**src/rtl/pixel_compositor_pipe_pkg.sv**
```systemverilog
// Shared pixel types, colour constants and sizing helper for the compositor.
package gpu_pkg;

  typedef logic [11:0] pixel_t;

  localparam pixel_t GREEN   = 12'h0F0;
  localparam pixel_t BLACK   = 12'h000;
  localparam pixel_t MAGENTA = 12'hF0F;

  // Index width that never collapses to zero bits for tiny channel counts.
  function automatic int unsigned clog2_safe(input int unsigned n);
    return (n <= 2) ? 1 : $clog2(n);
  endfunction

endpackage

```
**src/rtl/pixel_compositor_pipe_prio_tree.sv**
```systemverilog
// Combinational max-level tree: winning index, any-active flag and a
// two-or-more-active flag. Lower index wins on equal levels.
module pixel_prio_tree
  import gpu_pkg::*;
#(
  parameter int unsigned WIDTH   = 4,
  parameter int unsigned LEVEL_W = 4,
  parameter int unsigned IDX_W   = clog2_safe(WIDTH)
) (
  input  logic [WIDTH-1:0]         active_i,
  input  logic [WIDTH*LEVEL_W-1:0] level_i,
  output logic [IDX_W-1:0]         winner_o,
  output logic                     any_o,
  output logic                     multi_o
);

  localparam int unsigned P = 1 << IDX_W;

  // Heap layout: node n has children 2n (lower indices) and 2n+1; leaves at P+i.
  always_comb begin
    logic [LEVEL_W-1:0] nl [2*P];
    logic [IDX_W-1:0]   ni [2*P];
    logic               na [2*P];
    logic               nm [2*P];
    logic               take_l;
    take_l = 1'b0;
    for (int unsigned n = 0; n < 2*P; n++) begin
      nl[n] = '0;
      ni[n] = '0;
      na[n] = 1'b0;
      nm[n] = 1'b0;
    end
    for (int unsigned i = 0; i < WIDTH; i++) begin
      na[P+i] = active_i[i];
      nl[P+i] = level_i[i*LEVEL_W +: LEVEL_W];
      ni[P+i] = IDX_W'(i);
    end
    for (int unsigned n = P - 1; n >= 1; n--) begin
      take_l = na[2*n] && (!na[2*n+1] || (nl[2*n] >= nl[2*n+1]));
      nl[n]  = take_l ? nl[2*n] : nl[2*n+1];
      ni[n]  = take_l ? ni[2*n] : ni[2*n+1];
      na[n]  = na[2*n] || na[2*n+1];
      nm[n]  = nm[2*n] || nm[2*n+1] || (na[2*n] && na[2*n+1]);
    end
    winner_o = ni[1];
    any_o    = na[1];
    multi_o  = nm[1];
  end

endmodule

```
**src/rtl/pixel_compositor_pipe.sv**
```systemverilog
// Two-stage N-layer pixel compositor with collision statistics.
// Optional build macro COMPOSITOR_COLORKEY_EN: KEY_COLOR pixels count as inactive.
module pixel_compositor_pipe
  import gpu_pkg::*;
#(
  parameter int unsigned WIDTH      = 4,
  parameter int unsigned LEVEL_W    = 4,
  parameter int unsigned CNT_W      = 16,
  parameter pixel_t      BACKGROUND = GREEN,
  parameter pixel_t      KEY_COLOR  = MAGENTA,
  localparam int unsigned IDX_W     = clog2_safe(WIDTH)
) (
  input  logic                     clock,
  input  logic                     reset,
  input  logic                     pix_valid,
  input  logic                     frame_start,
  input  logic [WIDTH-1:0]         enable,
  input  logic [WIDTH*LEVEL_W-1:0] level,
  input  logic [WIDTH*12-1:0]      pixel,
  output logic [11:0]              out_pixel,
  output logic                     out_valid,
  output logic [IDX_W-1:0]         out_winner,
  output logic                     out_collide,
  output logic [CNT_W-1:0]         collision_cnt,
  output logic [CNT_W-1:0]         collision_frame,
  output logic [WIDTH-1:0]         collide_mask
);

`ifdef COMPOSITOR_COLORKEY_EN
  localparam bit KEY_EN = 1'b1;
`else
  localparam bit KEY_EN = 1'b0;
`endif

  logic [WIDTH-1:0]         active_d;
  logic                     v1_q, fs1_q;
  logic [WIDTH-1:0]         active1_q;
  logic [WIDTH*LEVEL_W-1:0] level1_q;
  logic [WIDTH*12-1:0]      pixel1_q;

  always_comb begin
    active_d = '0;
    for (int unsigned i = 0; i < WIDTH; i++) begin
      active_d[i] = enable[i] && (!KEY_EN || (pixel[i*12 +: 12] != KEY_COLOR));
    end
  end

  always_ff @(posedge clock) begin
    if (reset) begin
      v1_q      <= 1'b0;
      fs1_q     <= 1'b0;
      active1_q <= '0;
      level1_q  <= '0;
      pixel1_q  <= '0;
    end else begin
      v1_q      <= pix_valid;
      fs1_q     <= frame_start && pix_valid;
      active1_q <= active_d;
      level1_q  <= level;
      pixel1_q  <= pixel;
    end
  end

  logic [IDX_W-1:0] win;
  logic             any_act, multi;

  pixel_prio_tree #(
    .WIDTH  (WIDTH),
    .LEVEL_W(LEVEL_W),
    .IDX_W  (IDX_W)
  ) u_tree (
    .active_i(active1_q),
    .level_i (level1_q),
    .winner_o(win),
    .any_o   (any_act),
    .multi_o (multi)
  );

  pixel_t           pix_d;
  logic [IDX_W-1:0] win_d;
  logic [CNT_W-1:0] cnt_q, cnt_d, frame_q, frame_d;
  logic [WIDTH-1:0] mask_q, mask_d;
  pixel_t           pix_q;
  logic [IDX_W-1:0] win_q;
  logic             valid_q, collide_q;

  always_comb begin
    pix_d = BACKGROUND;
    win_d = '0;
    if (any_act) begin
      win_d = win;
      for (int unsigned i = 0; i < WIDTH; i++) begin
        if (IDX_W'(i) == win) pix_d = pixel1_q[i*12 +: 12];
      end
    end
  end

  // A frame_start pixel closes the old frame and seeds the new one with itself.
  always_comb begin
    cnt_d   = cnt_q;
    frame_d = frame_q;
    mask_d  = mask_q;
    if (v1_q) begin
      if (fs1_q) begin
        frame_d = cnt_q;
        cnt_d   = multi ? CNT_W'(1) : '0;
        mask_d  = multi ? active1_q : '0;
      end else if (multi) begin
        if (cnt_q != '1) cnt_d = cnt_q + CNT_W'(1);
        mask_d = mask_q | active1_q;
      end
    end
  end

  always_ff @(posedge clock) begin
    if (reset) begin
      valid_q   <= 1'b0;
      pix_q     <= BACKGROUND;
      win_q     <= '0;
      collide_q <= 1'b0;
      cnt_q     <= '0;
      frame_q   <= '0;
      mask_q    <= '0;
    end else begin
      valid_q <= v1_q;
      if (v1_q) begin
        pix_q     <= pix_d;
        win_q     <= win_d;
        collide_q <= multi;
      end
      cnt_q   <= cnt_d;
      frame_q <= frame_d;
      mask_q  <= mask_d;
    end
  end

  assign out_pixel       = pix_q;
  assign out_valid       = valid_q;
  assign out_winner      = win_q;
  assign out_collide     = collide_q;
  assign collision_cnt   = cnt_q;
  assign collision_frame = frame_q;
  assign collide_mask    = mask_q;

endmodule
```
**config.mk**
```make
export PLATFORM = sky130hd
export DESIGN_NAME = pixel_compositor_pipe
export DESIGN_NICKNAME = d
export VERILOG_FILES = /design/src/rtl/pixel_compositor_pipe_pkg.sv /design/src/rtl/pixel_compositor_pipe_prio_tree.sv /design/src/rtl/pixel_compositor_pipe.sv
export SDC_FILE = /design/constraint.sdc
export NUM_CORES = 1
export LEC_CHECK = 0
export ABC_AREA = 1
export CAP_MARGIN = 20
export CELL_PAD_IN_SITES_DETAIL_PLACEMENT = 2
export CELL_PAD_IN_SITES_GLOBAL_PLACEMENT = 2
export CORE_MARGIN = 2
export CORE_UTILIZATION = 28
export CTS_BUF_LIST = sky130_fd_sc_hd__clkbuf_8
export CTS_CLUSTER_SIZE = 40
export DETAILED_ROUTE_END_ITERATION = 10
export GPL_TIMING_DRIVEN = 0
export HOLD_SLACK_MARGIN = 0.12
export PLACE_DENSITY = 0.8
export RECOVER_POWER = 50
export SLEW_MARGIN = 20
export SYNTH_ARGS = -nofsm -noshare
export SYNTH_HDL_FRONTEND = slang
export SYNTH_SLANG_ARGS = --single-unit
```
**constraint.sdc**
```tcl
create_clock -name clock -period 3.21 [get_ports clock]
set_input_delay 0.642 -clock clock [delete_from_list [all_inputs] [get_ports clock]]
set_output_delay 0.642 -clock clock [all_outputs]
set_load 0.02 [all_outputs]
```
* After elaboration in Yosys (flattened, before gate mapping)
Cells that the tools add are included.
Storage, ports and cells: bits in registers 122, input bits 72, output and inout port bits 52, logic and storage cells 63
Operators by class: add/subtract/negate cells 1, $lt $le $gt $ge 3, equal/unequal tests 4, mux-type cells 18, bitwise logic cells 1, reduce and logical (&&, ||, !) cells 24
Operator list (number):
- 12-bit 2-to-1 mux | 5
- 16-bit 2-to-1 mux | 3
- 4-bit 2-to-1 mux | 5
- 16-bit by 1-bit adder with 16-bit output (second input constant) | 1
- 16-bit inequality test (second input constant) | 1
- 4-bit >= comparator | 3
- 1-bit logical OR | 8
- 1-bit logical AND | 7
- 2-bit == test (first input constant) | 2
- 2-bit 2-to-1 mux | 2
- 4-bit OR | 1
- 2-bit AND reduction | 2
- 2-bit nonzero test | 2
- 1-bit zero test | 3
- 1-bit 2-to-1 mux | 3
- 3-bit AND reduction | 1
- 1-bit by 2-bit == test with 1-bit output (first input constant) | 1
- 2-bit zero test | 1

* Longest topological paths before layout
depth after elaboration 14, depth in mapped cells 27, depth with buffers taken out 25

* By module
A second synthesis with hierarchy kept.
Second synthesis, totals: cell total of the unflattened synthesis 686, area total of the unflattened synthesis 5028.6 um2
Modules (own cells, without submodules):
- pixel_compositor_pipe | instances 1, cells each 590, area an instance 4524.3 um2, seq. area each 2442.3 um2
- pixel_prio_tree | instances 1, cells each 96, area an instance 504.2 um2, seq. area each 0.0 um2

* Least setup slack after synthesis
OpenSTA, ideal clock, no wires.
path type register to register, start reg level1_q[0], end reg pix_q[5], in the netlist out_pixel[5], arrival 2505 ps, data required time 3094 ps, slack 589 ps, stages on the path, launching flop included 24, buffers on the path 2, clock period less this slack 2621 ps, path through dfxtp_1 > inv_1 > ha_1 > o21ai_0 > nand2_1 > nand2_1 > nand2_2 > nand2_2 > inv_2 > buf_6 > nand2_1 > o21ai_0 > ha_1 > nand2_1 > nand2_1 > nor2_2 > nand2_4 > nand2_4 > inv_4 > buf_6 > nand2_1 > nor2_1 > o21ai_1 > nand2_1
Between the ends: word-level cells in the longest chain between the ends 14
Ends and longest elaborated chain:
- from (decl) | line pixel_compositor_pipe.sv:38 | logic [WIDTH*LEVEL_W-1:0] level1_q;
- from (signal assigned) | line pixel_compositor_pipe.sv:59 | level1_q <= level;
- 4-bit >= comparator | line pixel_compositor_pipe_prio_tree.sv:39 | take_l = na[2*n] && (!na[2*n+1] || (nl[2*n] >= nl[2*n+1]));
- 1-bit logical OR | line pixel_compositor_pipe_prio_tree.sv:39
- 1-bit logical AND | line pixel_compositor_pipe_prio_tree.sv:39
- 4-bit 2-to-1 mux | line pixel_compositor_pipe_prio_tree.sv:40 | nl[n] = take_l ? nl[2*n] : nl[2*n+1];
- 4-bit >= comparator | line pixel_compositor_pipe_prio_tree.sv:39
- 1-bit logical OR | line pixel_compositor_pipe_prio_tree.sv:39
- 1-bit logical AND | line pixel_compositor_pipe_prio_tree.sv:39
- 2-bit 2-to-1 mux (*) | line pixel_compositor_pipe_prio_tree.sv:41 | ni[n] = take_l ? ni[2*n] : ni[2*n+1];
- 2-bit zero test | line pixel_compositor_pipe.sv:93 | if (IDX_W'(i) == win) pix_d = pixel1_q[i*12 +: 12];
- 12-bit 2-to-1 mux (3 in a row) | line pixel_compositor_pipe.sv:93
- 12-bit 2-to-1 mux (*) | line pixel_compositor_pipe.sv:93
- 12-bit 2-to-1 mux (*) | line pixel_compositor_pipe.sv:90 | if (any_act) begin
- to (signal assigned) | line pixel_compositor_pipe.sv:127 | pix_q <= pix_d;
- to (decl) | line pixel_compositor_pipe.sv:83 | pixel_t pix_q;
Every way passes the cells marked *; elsewhere a longest branch is shown, timed or not. A chain may end at the register's enable or synchronous reset.

* Worst setup path in the final report
start reg level1_q[0], end reg pix_q[9], in the netlist out_pixel[9]
The elaborated chain is that of the path after synthesis.

==> impl_metrics.toml <==
[run_status]
status = "completed"

[worst_setup_path]
reg2reg_depth = 23
required_ps = 3600
start_kind = "register"
cp.arrival_ps = 3460
cp_max_fo = 10
worst_path_max_delay_cell = "ha_1"
crit_family = "simple AND/OR/NAND/NOR gates"
cp_num_buf_inv = 5
max_stage_delay_ps = 330
crit_cells = 23
cp_cell_sequence = "inv_1 -> ha_1 -> o21ai_1 -> nand2_1 -> nand2_2 -> nand2_4 -> nand2_4 -> inv_6 -> buf_8 -> nand2_1 -> o21ai_1 -> ha_1 -> nand2_1 -> inv_1 -> nand2_2 -> nand2_4 -> nand2_8 -> buf_8 -> nand3_2 -> nand2_1 -> nor2_2 -> nand2_1 -> a21oi_2"
crit_type = "reg2reg"
crit_top_cell = "nand2_1"
cp-end-kind = "register"

[synth]
yosys.area_share.simple_pct = 26.2
synth_commonest_cells = "inv_1 (124), dfxtp_1 (122), nor2_1 (118)"
netlist_area_sq_um = 5170
yosys.area_share.adder_pct = 3.15
ys_seq_area_share_pct = 47.3
ys_seq_elements = 122
yosysWarningCount = 0
synthMuxAreaShare_pct = 0
syn_area_per_cell_sq_um = 7.30
synth_top_area_cell = "dfxtp_1"
ys_types = 29
yosysMostFrequentCell = "inv_1"
yosys-top-cells-area = "dfxtp_1 (47%), inv_1 (9.0%), nor2_1 (8.6%), nand2_1 (7.7%), a21oi_1 (5.0%)"
syn_nets = 793
synth_compound_area_share_pct = 10.1
synth-edff-count = 0
synth_top_area_share_pct = 47.3
synth_cells = 708
synth_top_family_by_area = "simple AND/OR/NAND/NOR gates"
synth_ff_type = "dfxtp_1"
synthXorXnorAreaFrac_pct = 0.678
async_reset_ff_share_pct = 0

[floorplan]
start_util_pct = 28.7
die_w_um = 140
dieArea_sq_um = 19600
row_count = 49
core_sq_um = 18000
die_y_um = 140
boundaryPins = 124

[global_route]
grt_pass1_wl_mm = 29.5
grt_pass1_vias = 5655
gr-total-overflow = 0
grt_util_met2_pct = 35.8
grt_antenna_before_repair = 0
use_met3_pct = 3.41
track_usage_pct = 19.3
grt-busiest-layer = "met2"
use_met1_pct = 22.2
grt_max_degree = 17

[placement]
dp_hpwl_mm = 14.2
routabilityCongestion = 0.836
dp_cells = 1060
place_ws_ps = -242
port_buffers = 123

[finish]
n_antenna_cell = 0
fin_nets = 945
syn_to_final_growth_pct = 40.2
drive_above_1_share_pct = 9.98
instances_no_fill = 1101

[clocking]
numClockSinks = 122
cts_htree_levels = 4
clock_latency_ps = 460
cts_buffer_depth = 2
path_clk_slew_ps = 70
cts_hold_buf = 0
cts_inserted_buffers = 17
cts-root-buf = "clkbuf_8"
cts_tree = "built"

[routing]
first_pass_iters = 4
vias_per_cell = 4.71
drc_errors = 0
ant_nets = 0
drtIter0Drc = 207
dr_total_vias = 5181
wl_mm = 19.3
routedWlPerCell_um = 17.6

[worst_hold_path]
holdPathStages = 2
min_path_type = "reg2reg"

[sta]
worst_pin_slew_ps = 673
skew_ps = 12.8
finalMaxSlewViolations = 0
setup_slack_ps = 137
fin_crit_ps = 3070
fmax_ghz = 0.325
finalCritPeriodShare_pct = 95.7
timing.max_slew.rel_slack_pct = 55.1
setup_viol_count_final = 0
finalSetupTns_ps = 0
final-hold-violation-count = 0

[pwr]
leakagePower_uw = 0.00319
finalPower_uw = 3430
power.density_nw_per_um2 = 474
peakVddDrop_mv = 0.267

[run]
cap_violations = 0
==> worst paths after layout <==
kind / startpoint / endpoint / slack (ps)
worst max-delay path: level1_q[0] / out_pixel[9] / 140
worst min-delay path: out_pixel[9] / out_pixel[9] / 470
worst max register to register: level1_q[0] / out_pixel[9] / 140
worst min register to register: out_pixel[9] / out_pixel[9] / 470
==> worst reg2reg max path, stage by stage, from the launching register on <==
cell and delay (ps):
dfxtp_1 310, inv_1 50, ha_1 270, o21ai_1 120, nand2_1 80, nand2_2 90
nand2_4 100, nand2_4 120, inv_6 60, buf_8 140, nand2_1 80, o21ai_1 120
ha_1 330, nand2_1 70, inv_1 80, nand2_2 80, nand2_4 100, nand2_8 100
buf_8 160, nand3_2 80, nand2_1 70, nor2_2 170, nand2_1 100, a21oi_2 130
==> cell families (layout without fill, tap and decap cells) <==
group | count (synthesis) | count (layout)
buf+inv | 158 | 322
fa+ha+maj | 13 | 13
simple gates | 310 | 310
flops | 122 | 122
xor+xnor | 4 | 4
compound gates | 101 | 101
==> layout make-up <==
class,count,area (sq um)
Fill cell,2107,10800
Sequential cell,122,2440
Multi-Input combinational cell,428,2150
Timing Repair Buffer,133,1340
Inverter,131,502
Tap cell,229,287
Clock buffer,17,234
Buffer,27,158
Clock inverter,14,128
==> per-stage QoR <==
stage | util, % | instance area, sq um | hold slack (ps)
6_report | 40.2 | 7240 | 472
5_1_grt | 40.2 | 7240 | 494
4_1_cts | 39.3 | 7080 | 479
3_5_place_dp | 37.1 | 6680 | 465
3_3_place_gp | 37.1 | 6680 | 453
2_1_floorplan | - | 5170 | 507
==> timing repair <==
item | CTS | global route
resized for setup | 11 | 25
setup buffers | 1 | 7
pin swaps | 2 | 11
cloned | 0 | 2
setup endpoints to repair | 12 | 14
==> routing by layer <==
metal,vias to the layer above,wire length (um),part of all wire [%]
li1,2507,-,-
met1,2510,7890,41
met2,132,10200,53
met3,32,843,4.4
met4,0,353,1.8
met5,-,0,0
==> sequential cells by signal, summed over array words and instances (netlist names) <==
register / flops
collision_cnt: 16
v1_q: 1
out_pixel: 12
fs1_q: 1
collide_mask: 4
collision_frame: 16
level1_q: 16
pixel1_q: 48
out_valid: 1
active1_q: 4
out_winner: 2
out_collide: 1
==> placed cells by master (no fill, tap or decap), drive strengths merged <==
cell	synthesis	layout
clkdlybuf4s50	0	108
buf	10	16
nor3	9	9
clkbuf	17	38
inv	131	132
nor4	1	1
nor3b	2	2
xor2	3	3
dlygate4sd3	0	15
nand2	113	113
nand4	13	13
bufinv	0	1
nand3	44	44
clkinv	0	8
clkinvlp	0	4
nand3b	7	7
nor2	121	121
a31oi	2	2
xnor2	1	1
o21ai	47	47
dfxtp	122	122
a21oi	52	52
ha	13	13
==> power breakdown <==
| group | leakage (uW) | internal [uW] | total (uW) | switching [uW] |
|---|---|---|---|---|
| sequential | 0.00101 | 1580 | 1610 | 35.7 |
| clock | 0.000174 | 607 | 1280 | 675 |
| combinational | 0.00201 | 235 | 537 | 301 |
| total | 0.00319 | 2420 | 3430 | 1010 |
Power figures use the tool's default switching activity.
